**src/rtl/shift_pkg.sv**
```systemverilog
// Shared types and helpers for the runtime shift / AGC block.
// Holds the AGC state enum, the shift width, shift clamping and saturation limits.
package shift_pkg;

    localparam int SHIFT_W = 6;

    typedef enum logic [1:0] {
        MANUAL = 2'd0,
        TRACK  = 2'd1,
        SETTLE = 2'd2
    } agc_state_e;

    function automatic logic signed [SHIFT_W-1:0] clamp_shift(
        input logic signed [SHIFT_W-1:0] s,
        input logic signed [SHIFT_W-1:0] lo,
        input logic signed [SHIFT_W-1:0] hi
    );
        if (s < lo) begin
            return lo;
        end
        if (s > hi) begin
            return hi;
        end
        return s;
    endfunction

    // Largest positive value of a dw-bit two's complement number
    function automatic logic signed [63:0] sat_hi(input int dw);
        return (64'sd1 <<< (dw - 1)) - 64'sd1;
    endfunction

    // Most negative value of a dw-bit two's complement number
    function automatic logic signed [63:0] sat_lo(input int dw);
        return -(64'sd1 <<< (dw - 1));
    endfunction

endpackage

```
**src/rtl/var_shift_sat.sv**
```systemverilog
// Combinational runtime signed shifter: left shifts saturate, right shifts floor.
// Ports: din (sample), shift_amt (signed shift), dout (result), warning ([0] pos sat, [1] neg sat).
module var_shift_sat
    import shift_pkg::*;
#(
    parameter int DATA_WIDTH = 16
) (
    input  logic [DATA_WIDTH-1:0] din,
    input  logic [SHIFT_W-1:0]    shift_amt,
    output logic [DATA_WIDTH-1:0] dout,
    output logic [1:0]            warning
);

    // Wide enough to hold the largest left shift without losing bits
    localparam int EW = DATA_WIDTH + (1 << (SHIFT_W - 1));
    localparam logic signed [EW-1:0] MAXV = EW'(sat_hi(DATA_WIDTH));
    localparam logic signed [EW-1:0] MINV = EW'(sat_lo(DATA_WIDTH));

    logic signed [DATA_WIDTH-1:0] sdin;
    logic signed [EW-1:0]         ext;
    logic signed [EW-1:0]         shl;
    logic [SHIFT_W-1:0]           ramt;

    always_comb begin
        sdin    = din;
        ext     = EW'(sdin);
        shl     = ext <<< shift_amt[SHIFT_W-2:0];
        ramt    = -shift_amt;
        dout    = din;
        warning = 2'b00;
        if (shift_amt[SHIFT_W-1]) begin
            dout = sdin >>> ramt;
        end else if (shl > MAXV) begin
            dout    = MAXV[DATA_WIDTH-1:0];
            warning = 2'b01;
        end else if (shl < MINV) begin
            dout    = MINV[DATA_WIDTH-1:0];
            warning = 2'b10;
        end else begin
            dout = shl[DATA_WIDTH-1:0];
        end
    end

endmodule

```
**src/rtl/shift_agc.sv**
```systemverilog
// Runtime shift with saturation and window-based automatic gain control.
// Ports: clk, rst_n, en, manual_shift, din/din_valid in; dout/dout_valid/warning/shift_value/update out.
module shift_agc
    import shift_pkg::*;
#(
    parameter int DATA_WIDTH = 16,
    parameter int SHIFT_MIN  = -4,
    parameter int SHIFT_MAX  = 8,
    parameter int SHIFT_INIT = 0,
    parameter int WIN_LOG2   = 10,
    parameter int OVF_THRESH = 4
) (
    input  logic                  clk,
    input  logic                  rst_n,
    input  logic                  en,
    input  logic [SHIFT_W-1:0]    manual_shift,
    input  logic [DATA_WIDTH-1:0] din,
    input  logic                  din_valid,
    output logic [DATA_WIDTH-1:0] dout,
    output logic                  dout_valid,
    output logic [1:0]            warning,
    output logic [SHIFT_W-1:0]    shift_value,
    output logic                  update
);

    localparam logic signed [SHIFT_W-1:0] S_MIN  = SHIFT_W'(SHIFT_MIN);
    localparam logic signed [SHIFT_W-1:0] S_MAX  = SHIFT_W'(SHIFT_MAX);
    localparam logic signed [SHIFT_W-1:0] S_INIT = SHIFT_W'(SHIFT_INIT);
    localparam logic [WIN_LOG2:0] O_TH = (WIN_LOG2 + 1)'(OVF_THRESH);
    // Half-scale thresholds +/- 2^(DW-2)
    localparam logic signed [DATA_WIDTH-1:0] HALF_P =
        DATA_WIDTH'(sat_hi(DATA_WIDTH - 1) + 64'sd1);
    localparam logic signed [DATA_WIDTH-1:0] HALF_N =
        DATA_WIDTH'(sat_lo(DATA_WIDTH - 1));

    agc_state_e            state_q, state_d;
    logic [SHIFT_W-1:0]    shift_q, shift_d;
    logic [WIN_LOG2-1:0]   win_q, win_d;
    logic [WIN_LOG2:0]     ovf_q, ovf_d;
    logic                  hr_q, hr_d;
    logic [DATA_WIDTH-1:0] dout_q, dout_d;
    logic                  dv_q, dv_d;
    logic [1:0]            warn_q, warn_d;
    logic                  upd_q, upd_d;

    logic [DATA_WIDTH-1:0]        sh_dout;
    logic [1:0]                   sh_warn;
    logic signed [DATA_WIDTH-1:0] res_s;
    logic signed [SHIFT_W-1:0]    shift_s;
    logic signed [SHIFT_W-1:0]    man_shift;
    logic                         samp_ovf;
    logic                         samp_hr;
    logic [WIN_LOG2:0]            ovf_now;
    logic                         hr_now;
    logic                         win_last;

    var_shift_sat #(
        .DATA_WIDTH(DATA_WIDTH)
    ) u_shift (
        .din      (din),
        .shift_amt(shift_q),
        .dout     (sh_dout),
        .warning  (sh_warn)
    );

    always_comb begin
        res_s     = sh_dout;
        shift_s   = shift_q;
        man_shift = clamp_shift(manual_shift, S_MIN, S_MAX);
        samp_ovf  = |sh_warn;
        samp_hr   = (res_s >= HALF_P) || (res_s <= HALF_N);
        // Statistics including the sample presented this cycle
        ovf_now   = ovf_q;
        if (samp_ovf && !(&ovf_q)) begin
            ovf_now = ovf_q + 1'b1;
        end
        hr_now    = hr_q | samp_hr;
        win_last  = &win_q;
    end

    always_comb begin
        dout_d = din_valid ? sh_dout : dout_q;
        warn_d = din_valid ? sh_warn : warn_q;
        dv_d   = din_valid;
    end

    always_comb begin
        state_d = state_q;
        shift_d = shift_q;
        win_d   = win_q;
        ovf_d   = ovf_q;
        hr_d    = hr_q;
        upd_d   = 1'b0;
        unique case (state_q)
            MANUAL: begin
                shift_d = man_shift;
                win_d   = '0;
                ovf_d   = '0;
                hr_d    = 1'b0;
                if (en) begin
                    state_d = TRACK;
                    // A sample arriving with the enable rise opens the window
                    if (din_valid) begin
                        win_d = WIN_LOG2'(1);
                        ovf_d = (WIN_LOG2 + 1)'(samp_ovf);
                        hr_d  = samp_hr;
                    end
                end
            end
            TRACK: begin
                if (!en) begin
                    state_d = MANUAL;
                    win_d   = '0;
                    ovf_d   = '0;
                    hr_d    = 1'b0;
                end else if (din_valid) begin
                    win_d = win_q + 1'b1;
                    ovf_d = ovf_now;
                    hr_d  = hr_now;
                    if (win_last) begin
                        ovf_d = '0;
                        hr_d  = 1'b0;
                        if (ovf_now > O_TH && shift_s > S_MIN) begin
                            shift_d = shift_q - 1'b1;
                            upd_d   = 1'b1;
                            state_d = SETTLE;
                        end else if (!hr_now && shift_s < S_MAX) begin
                            shift_d = shift_q + 1'b1;
                            upd_d   = 1'b1;
                            state_d = SETTLE;
                        end
                    end
                end
            end
            SETTLE: begin
                if (!en) begin
                    state_d = MANUAL;
                    win_d   = '0;
                    ovf_d   = '0;
                    hr_d    = 1'b0;
                end else if (din_valid) begin
                    win_d = win_q + 1'b1;
                    if (win_last) begin
                        state_d = TRACK;
                    end
                end
            end
            default: begin
                state_d = MANUAL;
            end
        endcase
    end

    always_ff @(posedge clk or negedge rst_n) begin
        if (!rst_n) begin
            state_q <= MANUAL;
            shift_q <= S_INIT;
            win_q   <= '0;
            ovf_q   <= '0;
            hr_q    <= 1'b0;
            dout_q  <= '0;
            dv_q    <= 1'b0;
            warn_q  <= 2'b00;
            upd_q   <= 1'b0;
        end else begin
            state_q <= state_d;
            shift_q <= shift_d;
            win_q   <= win_d;
            ovf_q   <= ovf_d;
            hr_q    <= hr_d;
            dout_q  <= dout_d;
            dv_q    <= dv_d;
            warn_q  <= warn_d;
            upd_q   <= upd_d;
        end
    end

    assign dout        = dout_q;
    assign dout_valid  = dv_q;
    assign warning     = warn_q;
    assign shift_value = shift_q;
    assign update      = upd_q;

endmodule

```
**config.mk**
```make
export PLATFORM = sky130hd
export DESIGN_NAME = shift_agc
export DESIGN_NICKNAME = d
export VERILOG_FILES = /design/src/rtl/shift_pkg.sv /design/src/rtl/var_shift_sat.sv /design/src/rtl/shift_agc.sv
export SDC_FILE = /design/constraint.sdc
export NUM_CORES = 1
export LEC_CHECK = 0
export BUFFER_PORTS_ARGS = -buffer_cell sky130_fd_sc_hd__buf_2
export CORE_ASPECT_RATIO = 0.7
export CORE_UTILIZATION = 55
export DETAILED_ROUTE_END_ITERATION = 6
export PLACE_DENSITY = 0.77
export SLEW_MARGIN = 20
export SYNTH_ARGS = -nofsm -noshare
export SYNTH_HDL_FRONTEND = slang
export SYNTH_SLANG_ARGS = --single-unit
```
**constraint.sdc**
```tcl
create_clock -name clk -period 5.2 [get_ports clk]
set_input_delay 1.04 -clock clk [delete_from_list [all_inputs] [get_ports clk]]
set_output_delay 1.04 -clock clk [all_outputs]
set_load 0.03 [all_outputs]
```
Yosys cells after proc, flatten, opt, wreduce, memory -nomap -nowiden

Index checks and enable logic that the tools add are counted.

Bits in registers: 50
Output and inout bits: 26
Word-level logic and storage cells: 113
Input port bits: 26

Shifts and indexed selects: 2
Equality and inequality tests: 14
Add/subtract/negate cells: 5
Bitwise operators: 1
Reductions and logical operators: 18
Order comparisons: 9
Mux-type cells: 55

Operators with widths:

| cell                                                                               | number |
|---|---|
| 11-bit 2-to-1 mux                                                                  | 5 |
| 6-bit 2-to-1 mux                                                                   | 9 |
| 48-bit by 16-bit greater-than comparator with 1-bit output (second input constant) | 1 |
| 48-bit by 16-bit less-than comparator with 1-bit output (second input constant)    | 1 |
| 16-bit 2-to-1 mux                                                                  | 3 |
| 16-bit by 5-bit <<< shifter with 48-bit output                                     | 1 |
| 11-bit one-hot mux with 3 select lines                                             | 1 |
| 2-bit 2-to-1 mux                                                                   | 12 |
| 10-bit 2-to-1 mux                                                                  | 2 |
| 10-bit one-hot mux with 2 select lines                                             | 1 |
| 1-bit 2-to-1 mux                                                                   | 19 |
| 16-bit >= comparator (second input constant)                                       | 1 |
| 16-bit by 15-bit <= comparator with 1-bit output (second input constant)           | 1 |
| 16-bit by 6-bit >>> shifter with 16-bit output                                     | 1 |
| 3-bit inequality test (second input constant)                                      | 5 |
| 6-bit one-hot mux with 2 select lines                                              | 1 |
| 11-bit by 1-bit adder with 11-bit output (second input constant)                   | 1 |
| 11-bit by 3-bit greater-than comparator with 1-bit output (second input constant)  | 1 |
| 11-bit AND reduction                                                               | 1 |
| 10-bit by 1-bit adder with 10-bit output (second input constant)                   | 1 |
| 2-bit inequality test (second input constant)                                      | 5 |
| 10-bit AND reduction                                                               | 1 |
| 6-bit by 1-bit adder with 6-bit output (second input constant)                     | 1 |
| 6-bit by 3-bit greater-than comparator with 1-bit output (second input constant)   | 1 |
| 23 further kinds                                                                   | 28 |

Logic depth before layout (Yosys ltp)

Word-level depth: 16
Gate-level depth with buffers: 25

Modules after synthesis

A second synthesis with hierarchy kept.

Cell total of the unflattened synthesis: 707
Area, all modules: 5950.7 um^2

By module, submodules not included:

| module        | sequential area each (um^2) | area each (um^2) | cells an instance | instances |
|---|---|---|---|---|
| shift_agc     | 1251.2                      | 3103.0           | 304               | 1 |
| var_shift_sat | 0.0                         | 2847.7           | 403               | 1 |

Least setup slack after synthesis

OpenSTA, ideal clock, no wires.

Path type: in2reg
From: in din[13]
To: reg shift_q[5], in the netlist shift_value[5]
Slack: -246 ps
Path buffers: 2
Data required time: 5075 ps
Stages: 21
Arrival: 5321 ps
Cells stage by stage: clkbuf_1 > mux4_2 > mux4_2 > nor4b_2 > o2111ai_1 > o31ai_2 > buf_4 > nor2_1 > o221ai_1 > nand4_2 > nand2_1 > inv_1 > ha_1 > a21o_1 > a21oi_1 > o21bai_1 > a21oi_1 > nor3b_1 > o21ai_0 > o2111ai_1 > mux2_4

Word-level cells in the longest chain between the ends: 15
Elaborated cells between the ends (all ways): 28
Classes of those cells: 5 x order compare; 1 x eq/ne; 2 x shift; 12 x mux; 1 x bitwise; 7 x reduce/logical

RTL lines:

| item                                                      | line                | source |
|---|---|---|
| start: declaration                                        | shift_agc.sv:17     | `input logic [DATA_WIDTH-1:0] din,` |
| 16-bit by 5-bit <<< shifter with 48-bit output            | var_shift_sat.sv:27 | `shl = ext <<< shift_amt[SHIFT_W-2:0];` |
| 48-bit by 16-bit less-than comparator with 1-bit output   | var_shift_sat.sv:36 | `end else if (shl < MINV) begin` |
| 2-bit 2-to-1 mux                                          | var_shift_sat.sv:36 |  |
| 2-bit 2-to-1 mux                                          | var_shift_sat.sv:33 | `end else if (shl > MAXV) begin` |
| 2-bit 2-to-1 mux                                          | var_shift_sat.sv:31 | `if (shift_amt[SHIFT_W-1]) begin` |
| 2-bit OR reduction                                        | shift_agc.sv:70     | `samp_ovf = \|sh_warn;` |
| 1-bit logical AND                                         | shift_agc.sv:74     | `if (samp_ovf && !(&ovf_q)) begin` |
| 11-bit 2-to-1 mux                                         | shift_agc.sv:74     |  |
| 11-bit by 3-bit greater-than comparator with 1-bit output | shift_agc.sv:123    | `if (ovf_now > O_TH && shift_s > S_MIN) begin` |
| 1-bit logical AND                                         | shift_agc.sv:123    |  |
| 6-bit 2-to-1 mux                                          | shift_agc.sv:123    |  |
| 6-bit 2-to-1 mux                                          | shift_agc.sv:120    | `if (win_last) begin` |
| 6-bit 2-to-1 mux                                          | shift_agc.sv:116    | `end else if (din_valid) begin` |
| 6-bit 2-to-1 mux                                          | shift_agc.sv:111    | `if (!en) begin` |
| 6-bit one-hot mux with 2 select lines                     | shift_agc.sv:94     | `unique case (state_q)` |
| end signal: assignment                                    | shift_agc.sv:167    | `shift_q <= shift_d;` |
| end: declaration                                          | shift_agc.sv:37     | `logic [SHIFT_W-1:0] shift_q, shift_d;` |

Parallel ways exist; a longest one is shown, timed or not. The select of a mux whose other input is x is not followed.
A chain may end at the register's enable or synchronous reset.

Worst setup path after layout

Same ends and word-level chain as after synthesis.

==> results.md <==
- Clock sinks: 50
- Minimum clock period: 5.31 ns
- Cell Area, Synth: 6650 µm²
- Initial antenna violation count: 0
- Root buf cell: clkbuf_16
- Avg Synthesized Cell Area: 8.43 µm²
- Share of the synthesized area in the top cell type: 0.188
- Via Count: 7475
- P&R area growth vs syn: 23.8%
- Total CTS buffers: 5
- Die Ht: 94.0 µm
- Leading area contributor after synthesis: dfrtp_1
- Final Non-Filler Cells: 1088
- Largest net degree at the start of global routing: 54
- Fmax: 189 MHz
- Max-cap violations: 0
- Net Sw Frac: 0.533
- Final max-slew violation count: 0
- Final setup margin: -0.105 ns
- Seq pwr share: 0.127
- Post-route core utilization: 0.702
- Synth Flop Type: dfrtp_1
- Synthesized Nets: 827
- RSZ-0062 raised after global routing: true
- Gr usage total: 0.392
- Overall Power: 5210 µW
- Net Sw Power: 2780 µW
- H-tree level count: 2
- Synth area leaders: dfrtp_1 (19%), mux4_2 (5.8%), nand2_1 (4.6%)
- FF+latch count, synth: 50
- Crit path required time: 5.39 ns
- Final Hold Fails: 0
- Port bufs: 51
- Core Area: 11700 µm²
- Setup clock skew after layout: 0.00643 ns
- Max VDD drop: 0.481 mV
- Sequential-to-total area share from yosys stat: 0.188
- Max FO, Critical Path: 5
- Final wirelength: 24.2 mm
- Grt ovf: 0
- I/O Pins: 52
- Pre-CTS WS: -0.494 ns
- GP Congestion: 1.03
- Distinct cell type count after synthesis: 108
- Hold Path Class: reg -> reg
- Failing checks: negative setup slack
- Logic pwr share: 0.804
- DRC Markers: 0
- Post-route ant nets: 0
- Pwr Density: 633 nW/µm²
- Critical path data arrival time: 5.49 ns
- Vias in the first global route: 6934
- Nets@finish: 968
- Iteration-0 DRC Markers: 1043
- Initial Utilization: 0.567
- Async SR Flop Fraction: 1.00
- Int Power: 2430 µW
- Startpoint types: input pin
- CTS tree: done
- Synth warnings: 0
- Worst setup EP type: register
- First-pass GRT wire length: 38.1 mm
- Max stage delay cell, worst path: mux4_2
- # rows: 33
- Inserted Diodes: 0
- DP HPWL: 18.5 mm
- Via/cell ratio: 6.87
- Setup TNS: -0.105 ns
- Actual slew at the worst max-slew pin: 0.880 ns
- Worst skew pair latency: 0.30 ns
- Run status: complete, but fails checks
- Clk network pwr share: 0.069
- Pre-antenna DRT Iters: 5
- Share of cells above drive strength 1: 0.347
- Slew headroom: 0.407
- Post-placement cell count: 1070
- Die area: 12500 µm²
- Wirelength per Cell: 22.2 µm
- Post-synth EDFFs: 0
- Crit-path cells: buf_8 > buf_12 > mux4_2 > mux4_2 > nor4b_4 > o2111ai_2 > o31ai_2 > buf_4 > o31ai_4 > a211oi_2 > nand4_2 > nand2_2 > inv_4 > ha_4 > a21o_1 > a21oi_2 > o21bai_1 > a21oi_2 > nor3b_2 > o21ai_1 > o2111ai_1 > mux2_4
- Final period utilization: 1.02
- Clock slew at reported path FFs: 0.08 ns
- CTS max path bufs: 2
- Slowest stage delay, CP: 0.56 ns
- Die Wd: 133 µm
- Mapped Cells: 789
- Lkg Pwr: 0.00347 µW
- Critical path class: in -> reg
- Final setup viols: 1
path summary, 6_finish.rpt:
check | startpoint | end | slack [ns] | cells past startpoint
max | din[13] | shift_value[5] | -0.11 | 22
min | dout[1] | dout[1] | 0.49 | 1
max reg2reg | shift_value[1] | shift_value[5] | -0.01 | 21
min reg2reg | dout[1] | dout[1] | 0.49 | 1
max in group asynchronous | rst_n | shift_value[0] | 3.95 | 1
min in group asynchronous | rst_n | win_q[8] | 0.77 | 1
synthesized netlist by cell type (9+ instances only):
library cell	n
and2_1	9
inv_1	19
buf_6	9
nand3_1	22
mux2_2	24
clkbuf_1	26
a31oi_1	17
dfrtp_1	50
nor2_1	70
nor2b_1	10
nand2_1	82
a21oi_1	49
a211oi_1	12
buf_2	11
xnor2_1	10
o21ai_0	39
nor3_1	16
a22oi_1	11
nand2b_1	11
ha_1	11
and3_1	18
a21o_1	9
mux2i_1	22
mux4_2	17
metrics by stage:
step / area [µm²] / hold slack [ns]
6_report: 8230 / 0.485
5_1_grt: 8230 / 0.511
4_1_cts: 8100 / 0.492
3_5_place_dp: 7770 / 0.480
3_3_place_gp: 7770 / 0.478
2_1_floorplan: 6680 / 0.470
sequential cells by signal, indices dropped and copies added, names as in the netlist:
register     flops
dout            16
shift_value      6
state_q          2
ovf_q           11
win_q           10
hr_q             1
dout_valid       1
warning          2
update           1
layer usage:
layer / vias up / share of wire / GRT usage
met2: 488 / 0.43 / 0.591
met4: 0 / 0.028 / 0.106
met1: 3590 / 0.44 / 0.572
li1: 3333 / - / -
met3: 64 / 0.10 / 0.0717
met5: - / 0 / 0
worst max-delay path: cells and delay by family:
kind                     cells  cell delay [ns]
AND/OR/NAND/NOR              4             0.70
buffers and inverters        4             0.49
adder cells (fa/ha/maj)      1             0.20
AO/OA/AOI/OAI               10             1.73
multiplexers                 3             1.31
repair_timing:
item,CTS,global route
setup buffers,7,2
cloned,1,0
pin swaps,18,18
resized for setup,24,24
hold buffers,0,0
setup endpoints to repair,1,6
cell type report:
class	instances	area (µm²)
Clock buffer	5	125
Inverter	21	81.3
Tap cell	157	196
Clock inverter	3	28.8
Multi-Input combinational cell	659	5160
Sequential cell	50	1260
Fill cell	940	3490
Timing Repair Buffer	193	1380
kinds of logic after synthesis:
kind of cell,after synthesis,share of synthesized area
AOI/OAI and AO/OA,256,0.291
adders and majority gates,12,0.0237
xor gates and xnor gates,16,0.0211
buffers and inverters,80,0.0700
DFF,50,0.188
and+or+nand+nor,298,0.230
muxes,77,0.176
cells in the final DEF (no fill, tap or decap), types with 7 or more instances in the layout:
cell type / synthesis / layout
a31oi_1: 17 / 16
inv_1: 19 / 18
o211ai_1: 7 / 7
a211oi_1: 12 / 10
or3_1: 7 / 7
a22oi_1: 11 / 9
nand2_1: 82 / 81
and3_1: 18 / 18
ha_1: 11 / 9
buf_4: 6 / 137
dfrtp_1: 50 / 47
nor2b_1: 10 / 10
nand3_1: 22 / 22
nand2b_1: 11 / 11
mux4_2: 17 / 18
a21o_1: 9 / 9
mux4_1: 8 / 7
xnor2_1: 10 / 10
a21oi_1: 49 / 47
mux2i_1: 22 / 19
o21ai_0: 39 / 37
nand4_1: 8 / 8
mux2_2: 24 / 24
nor2_1: 70 / 69
nor3_1: 16 / 13
and2_1: 9 / 9
buf_2: 11 / 49
power by group through the flow:
stage | clock [µW] | combinational (µW) | sequential [µW]
finish | 359 | 4190 | 663
global route | 374 | 4440 | 681
CTS | 358 | 4010 | 655
detailed placement | 0 | 3890 | 663
global placement | 0 | 3840 | 656
floorplan | 0 | 2560 | 734
(Power assumes the default switching activity.)
